--- src/rtl/mux_pkg.sv ---
// Shared types and helpers for the streaming multiplexer family.
package mux_pkg;

    typedef enum logic {
        MODE_FIXED = 1'b0,
        MODE_RR    = 1'b1
    } mux_mode_e;

    // Index width for a given channel count; never narrower than one bit.
    function automatic int sel_width(input int num_ch);
        return (num_ch <= 2) ? 1 : $clog2(num_ch);
    endfunction

endpackage

--- src/rtl/rr_arbiter.sv ---
// Rotating-priority arbiter: picks the first requester at or after the
// pointer and moves the pointer past the winner when told to advance.
// The lock input holds the pointer where it is on an advancing beat.
module rr_arbiter
    import mux_pkg::*;
#(
    parameter int NUM_CH = 4
) (
    input  logic                             clk,
    input  logic                             rst_n,
    input  logic [NUM_CH-1:0]                req,
    input  logic                             advance,
    input  logic                             lock,
    output logic [sel_width(NUM_CH)-1:0]     grant,
    output logic                             grant_valid
);

    localparam int SELW = sel_width(NUM_CH);

    logic [SELW-1:0] ptr;

    // Scan requests cyclically starting at the pointer; first hit wins.
    always_comb begin
        int idx;
        grant       = '0;
        grant_valid = 1'b0;
        idx         = 0;
        for (int k = 0; k < NUM_CH; k++) begin
            idx = int'(ptr) + k;
            if (idx >= NUM_CH) begin
                idx = idx - NUM_CH;
            end
            if (!grant_valid && req[idx]) begin
                grant       = SELW'(idx);
                grant_valid = 1'b1;
            end
        end
    end

    // Pointer moves just past the winner, wrapping at the last channel.
    always_ff @(posedge clk or negedge rst_n) begin
        if (!rst_n) begin
            ptr <= '0;
        end else if (advance && !lock) begin
            ptr <= (int'(grant) == NUM_CH - 1) ? '0 : grant + 1'b1;
        end
    end

endmodule

--- src/rtl/mux_stream_rr.sv ---
// N-channel streaming multiplexer with a registered output stage.
// Selection is either a fixed external index or round-robin among valid
// channels. Define MUX_LOCK_EN to keep a channel granted until its
// in_last beat (packet lock); without it arbitration is per beat.
module mux_stream_rr
    import mux_pkg::*;
#(
    parameter int WIDTH  = 8,
    parameter int NUM_CH = 4
) (
    input  logic                          clk,
    input  logic                          rst_n,
    input  logic                          mode,
    input  logic [sel_width(NUM_CH)-1:0]  sel,
    input  logic [NUM_CH-1:0]             in_valid,
    input  logic [NUM_CH*WIDTH-1:0]       in_data,
    input  logic [NUM_CH-1:0]             in_last,
    output logic [NUM_CH-1:0]             in_ready,
    output logic                          out_valid,
    output logic [WIDTH-1:0]              out_data,
    output logic [sel_width(NUM_CH)-1:0]  out_sel,
    input  logic                          out_ready
);

    localparam int SELW = sel_width(NUM_CH);

    mux_mode_e         mode_e;
    logic [NUM_CH-1:0] arb_req;
    logic [SELW-1:0]   arb_grant;
    logic              arb_grant_valid;
    logic              arb_hold;
    logic              locked;
    logic [SELW-1:0]   fix_grant;
    logic              fix_grant_valid;
    logic [SELW-1:0]   grant;
    logic              grant_valid;
    logic              load;
    logic [WIDTH-1:0]  grant_data;

    assign mode_e = mux_mode_e'(mode);

`ifdef MUX_LOCK_EN
    logic [SELW-1:0] lock_ch;

    // While locked only the locked channel may request the arbiter.
    always_comb begin
        arb_req = '0;
        for (int i = 0; i < NUM_CH; i++) begin
            arb_req[i] = in_valid[i] && (!locked || int'(lock_ch) == i);
        end
    end

    // Mid-packet beats keep the round-robin pointer parked.
    always_comb begin
        arb_hold = 1'b0;
        for (int i = 0; i < NUM_CH; i++) begin
            if (int'(grant) == i) begin
                arb_hold = !in_last[i];
            end
        end
    end

    // Lock opens on a non-last beat and closes on the last beat.
    always_ff @(posedge clk or negedge rst_n) begin
        if (!rst_n) begin
            locked  <= 1'b0;
            lock_ch <= '0;
        end else if (load) begin
            locked  <= arb_hold;
            lock_ch <= grant;
        end
    end
`else
    logic unused_last;

    assign unused_last = ^in_last;
    assign locked      = 1'b0;
    assign arb_req     = in_valid;
    assign arb_hold    = 1'b0;
`endif

    rr_arbiter #(
        .NUM_CH (NUM_CH)
    ) u_arb (
        .clk         (clk),
        .rst_n       (rst_n),
        .req         (arb_req),
        .advance     (load && mode_e == MODE_RR),
        .lock        (arb_hold),
        .grant       (arb_grant),
        .grant_valid (arb_grant_valid)
    );

    // Fixed-mode pick: the selected channel if it exists and is valid.
    always_comb begin
        fix_grant       = sel;
        fix_grant_valid = 1'b0;
        for (int i = 0; i < NUM_CH; i++) begin
            if (int'(sel) == i) begin
                fix_grant_valid = in_valid[i];
            end
        end
    end

    // Mode mux; an open packet lock overrides mode and sel.
    always_comb begin
        if (locked || mode_e == MODE_RR) begin
            grant       = arb_grant;
            grant_valid = arb_grant_valid;
        end else begin
            grant       = fix_grant;
            grant_valid = fix_grant_valid;
        end
    end

    // Load when granted and the output register is empty or draining.
    assign load = rst_n && grant_valid && (!out_valid || out_ready);

    // Ready to the granted channel only, and data mux for the winner.
    always_comb begin
        in_ready   = '0;
        grant_data = '0;
        for (int i = 0; i < NUM_CH; i++) begin
            if (int'(grant) == i) begin
                in_ready[i] = load;
                grant_data  = in_data[i*WIDTH +: WIDTH];
            end
        end
    end

    // Output register: load replaces, otherwise drain empties it.
    always_ff @(posedge clk or negedge rst_n) begin
        if (!rst_n) begin
            out_valid <= 1'b0;
            out_data  <= '0;
            out_sel   <= '0;
        end else if (load) begin
            out_valid <= 1'b1;
            out_data  <= grant_data;
            out_sel   <= grant;
        end else if (out_valid && out_ready) begin
            out_valid <= 1'b0;
        end
    end

endmodule

--- config.mk ---
export PLATFORM = sky130hd
export DESIGN_NAME = mux_stream_rr
export DESIGN_NICKNAME = d
export VERILOG_FILES = /design/src/rtl/mux_pkg.sv /design/src/rtl/rr_arbiter.sv /design/src/rtl/mux_stream_rr.sv
export SDC_FILE = /design/constraint.sdc
export NUM_CORES = 1
export LEC_CHECK = 0
export CAP_MARGIN = 10
export CORE_MARGIN = 1.5
export CORE_UTILIZATION = 34
export DETAILED_ROUTE_END_ITERATION = 10
export PLACE_DENSITY = 0.76
export SLEW_MARGIN = 20
export SYNTH_ARGS = -nofsm -noshare
export SYNTH_HDL_FRONTEND = slang
export SYNTH_SLANG_ARGS = --single-unit
--- constraint.sdc ---
create_clock -name clk -period 1.5 [get_ports clk]
set_input_delay 0.225 -clock clk [delete_from_list [all_inputs] [get_ports clk]]
set_output_delay 0.225 -clock clk [all_outputs]
set_load 0.01 [all_outputs]
# Word level (Yosys, flattened, before mapping)
# Cells that the tools add are included.
dict set report word_totals {
  reg_bits 13
  inputBits 46
  output_inout_bits 15
  wordCells 83
}
dict set report classes {
  add_sub_neg 8
  order_cmp 8
  n_eq_ne 7
  mux 41
  n_reduce_logical 15
}
# cell n
set ops {}
lappend ops {{$lt A32 B4 Y1 const B} 4}
lappend ops {{$mux W32} 4}
lappend ops {{$ge A32 B4 Y1 const B} 3}
lappend ops {{$sub A32 B4 Y32 const B} 3}
lappend ops {{$mux W8} 4}
lappend ops {{$mux W1} 23}
lappend ops {{$mux W2} 6}
lappend ops {{$bmux W1 S2} 4}
lappend ops {{$eq A2 B2 Y1 const B} 4}
lappend ops {{$logic_and A1 B1 Y1} 7}
lappend ops {{$add A2 B2 Y3 const B} 2}
lappend ops {{$eq A2 B1 Y1 const B} 3}
lappend ops {{$logic_not A1 Y1} 4}
lappend ops {{$logic_not A2 Y1} 2}
lappend ops {{$sub A2 B3 Y4 const B} 1}
lappend ops {{$add A2 B1 Y3 const B} 1}
lappend ops {{$ge A2 B3 Y1 const B} 1}
lappend ops {{$add A2 B1 Y2 const B} 1}
lappend ops {{$reduce_bool A2 Y1} 1}
lappend ops {{$logic_or A1 B1 Y1} 1}

# Depth between registers and ports, before layout
# Gate-level depths: netlist (run 1).
dict set report depth {
  depth_word 21
  ltp_mapped 8
  depth_no_buf 5
}

# Hierarchy
# A second synthesis (run 1) with hierarchy kept.
dict set report hier_totals {
  cells_unflattened 90
  hier_area_um2 996.0
}
# module n_inst cells_each area_each_um2 seq_area_each_um2
set modules_own_cells {}
lappend modules_own_cells {mux_stream_rr 1 69 824.5 275.3}
lappend modules_own_cells {rr_arbiter 1 21 171.4 50.0}

# Worst setup path after synthesis (run 1)
# No wires, ideal clock.
dict set report synth_path {
  kind {register -> output}
  from {reg with a tool-made name}
  to {out in_ready[0]}
  arrival_time_ns 1.440
  required_time_ns 1.275
  path_slack_ns -0.165
  stages_incl_launch_ff 8
  n_path_buf 2
  path_cell_list {dfrtp_1 -> nand2b_1 -> o2111ai_1 -> nand3_1 -> buf_6 -> buf_6 -> or2_1 -> nor2_1}
}
# element line_no
set synth_lines {}
lappend synth_lines {{end, declared} mux_stream_rr.sv:18} ;# output logic [NUM_CH-1:0] in_ready,

==> results of run 1 <==
==> worst paths after layout <==
| path | slack [ps] | to | cells after the start |
|---|---|---|---|
| worst max-delay path | -300 | in_ready[2] | 6 |
| worst min-delay path | 410 | out_valid | 4 |
| worst max register to register | -180 | out_data[4] | 7 |
| worst min register to register | 490 | out_sel[1] | 2 |
| max in group asynchronous | 330 | u_arb.ptr[1] | 3 |
| min in group asynchronous | 730 | out_sel[0] | 3 |
==> area by class of cell <==
class / instances / share of cell area, %
clock buffers: 3 / 1.08
clock inverters: 1 / 0.241
inverters: 4 / 0.722
multi-input cells: 83 / 37.9
flip-flops and latches: 13 / 15.7
well taps: 44 / 2.65
repair buffers: 94 / 41.7
==> state kept, by name, indices dropped and copies added (netlist names), named ones only <==
| name | cells |
|---|---|
| out_sel | 2 |
| out_data | 8 |
| out_valid | 1 |
| u_arb.ptr | 1 |
==> worst max-delay path: stages (launching register included) <==
cell and delay (ps):
dfrtp_1 410, nand2b_4 180, o2111ai_2 80, nand3_2 120
or2_4 280, nor2_4 110, buf_6 100
==> stage by stage <==
step           instance area, sq um  utilization, %  setup TNS [ps]  hold slack [ps]
3_5_place_dp                   1890            62.4          -11650              461
5_1_grt                        2080            68.7           -3840              423
4_1_cts                        2050            67.6           -2600              311
6_report                       2080            68.7           -2490              407
2_1_floorplan                  1140               -            -375            -70.6
3_3_place_gp                   1890            62.4          -11120              468
==> per-layer routing <==
| layer | routed length, microns | vias to the layer above | track usage, % |
|---|---|---|---|
| li1 | - | 580 | - |
| met1 | 1460 | 593 | 26.3 |
| met2 | 1940 | 34 | 36.2 |
| met3 | 153 | 6 | 4.15 |
| met4 | 54 | 0 | 6.17 |
| met5 | 0 | - | 0 |
==> cells in the mapped netlist (2+ instances only) <==
master | n | share of area [%]
mux2i_1 | 18 | 17
nand2_1 | 14 | 4.9
dfrtp_1 | 13 | 30
o221ai_2 | 9 | 13
a21oi_1 | 7 | 3.3
buf_6 | 7 | 7.4
nand2b_1 | 6 | 3.5
nor2_1 | 5 | 1.8
inv_1 | 4 | 1.4
nor2b_1 | 3 | 1.8
or2_1 | 3 | 1.8
o2111ai_1 | 2 | 1.6
o22ai_1 | 2 | 1.2
==> logic make-up (layout without fill, tap and decap cells) <==
family	Yosys count	count (layout)	synth area share, %
mux	19	19	18.2
simple gates	35	36	16.1
buf+inv	12	102	9.47
flops	13	13	30.4
compound gates	28	28	25.7
==> power groups by stage <==
stage	logic, mW	clock network [mW]	registers, mW
floorplan	0.502	0	0.572
global placement	1.00	0	0.534
detailed placement	1.03	0	0.539
CTS	1.12	0.230	0.537
global route	1.26	0.243	0.544
finish	1.18	0.224	0.532
==> repair_timing <==
action	in CTS	in global routing
resized for setup	54	11
setup endpoints to repair	14	16
hold buffers	0	1
pin swaps	11	10
buffers inserted	15	4
cloned	1	0
endpoints found under the hold margin	0	13
==> qor.csv, run 1 <==
stage,metric,value,unit
run_status,status,"finished, violations left",
run_status,failing checks,negative setup slack,
routing,Vias,1213,
setup_path,Worst setup EP type,primary output,
worst_hold_path,Min-Delay Path Class,input port to register,
timing,Setup Viol. Count Final,13,
timing,unrepaired setup endpoints after global routing,true,
pwr,Seq pwr share,27.5,%
floorplan,total die area,3490,sq um
yosys,prevailing post-synth register cell,dfrtp_1,
finish,area delta synth->final,94.5,%
yosys,post-synth cell types,27,
pwr,Pint,1.25,mW
timing,setup slack after layout,-297,ps
timing,Slew @ Worst Pin,619,ps
clock_tree,CTS buffer count,3,
pwr,Clk network pwr share,11.6,%
setup_path,CP max FO,4,
finish,multi-input logic area,790,sq um
timing,Max-slew headroom,58.6,%
clock_tree,H-tree Lvls,1,
clock_tree,CTS tree,done,
finish,Register Area,327,sq um
global_routing,GRT Overall Usage,20.9,%
yosys,total of warnings raised by yosys,0,
global_routing,global-route wire length before repair,5570,microns
pwr,switching part of the total,35.6,%
yosys,Post-synth EDFFs,0,
clock_tree,CTS root buf,clkbuf_4,
place,Routability Congestion,0.896,
routing,Antenna Nets Post-Route,0,
finish,nets,245,
timing,Period minus WS final,1800,ps
yosys,Syn Std Cell Area,1070,sq um
run,Max-Cap Viols,0,
finish,non-filler instance count after layout,242,
yosys,average cell area after synthesis,10.0,sq um
timing,Pins Over Slew Limit,0,
routing,DRC violations left,0,
timing,Achievable Freq,0.556,GHz
pwr,Net Sw Power,0.690,mW
routing,Vias/cell,5.01,
pwr,total power,1.94,mW
pwr,Power Density,931,nW/um^2
clock_tree,CTS sink cnt,13,
timing,Tcrit/Tclk final,120,%
clock_tree,"CTS clk-pin slew, worst paths",80,ps
global_routing,largest net degree at the start of global routing,16,
pwr,Lkg Pwr,0.941,nW
yosys,"Async S/R FF share, synth",100,%
floorplan,row count,20,
finish,"most common cell after layout, fill and taps aside",clkdlybuf4s50_1,
yosys,sequential fraction of the synthesis area,30.4,%
timing,Clock Skew,4.41,ps
floorplan,IO Count,61,
finish,"commonest cells after routing, fill and taps aside","clkdlybuf4s50_1 (44), buf_4 (30), mux2i_1 (14), nand2_1 (14), dfrtp_1 (12)",
setup_path,Crit path arrival time,1570,ps
global_routing,initial antenna violation count,0,
pwr,VDD IR-drop max,705,uV
finish,share of cells above drive strength 1,43.4,%
place,DP Wirelength,2640,microns
finish,antenna diode count,0,
floorplan,Die Span X,59.1,microns
routing,post-DR wirelength/cell,14.9,microns
floorplan,Core Area,3030,sq um
floorplan,initial core utilization,35.3,%
floorplan,Die H,59.1,microns
worst_hold_path,hold_sp,rst_n,
routing,1st-iter DRT viols,45,
place,# port buffers,56,
global_routing,vias in the first global route,1232,
place,pre-CTS setup slack,-909,ps
yosys,Mapped Nets,153,
routing,DR pass1 iterations,4,
clock_tree,CTS max path bufs,2,
setup_path,worst reg2reg startpoint,u_arb.ptr[1],
yosys,Mapped Cells,107,
global_routing,global route total overflow,0,
clock_tree,"Clk Latency, worst-skew pair",290,ps
setup_path,critical path startpoint category,register,
finish,number of fill cells,239,
place,dpl cells,225,
pwr,Comb pwr share,61.0,%
timing,Final Hold Vio Count,0,
setup_path,CP Class,register to primary output,
routing,WL final,3610,microns
yosys,"flops & latches, synth",13,
setup_path,CP Data Required Time,1270,ps
No activity file was read; power rests on OpenSTA's default activity.
==> run 2: changes to the inputs <==
--- a/config.mk
+++ b/config.mk
@@ -9,6 +9,7 @@
 export CORE_MARGIN = 1.5
 export CORE_UTILIZATION = 34
 export DETAILED_ROUTE_END_ITERATION = 10
+export HOLD_SLACK_MARGIN = 0.06
 export PLACE_DENSITY = 0.76
 export SLEW_MARGIN = 20
 export SYNTH_ARGS = -nofsm -noshare
==> results of run 2 <==
Final layout, timing and power as in run 1 (identical DEF).
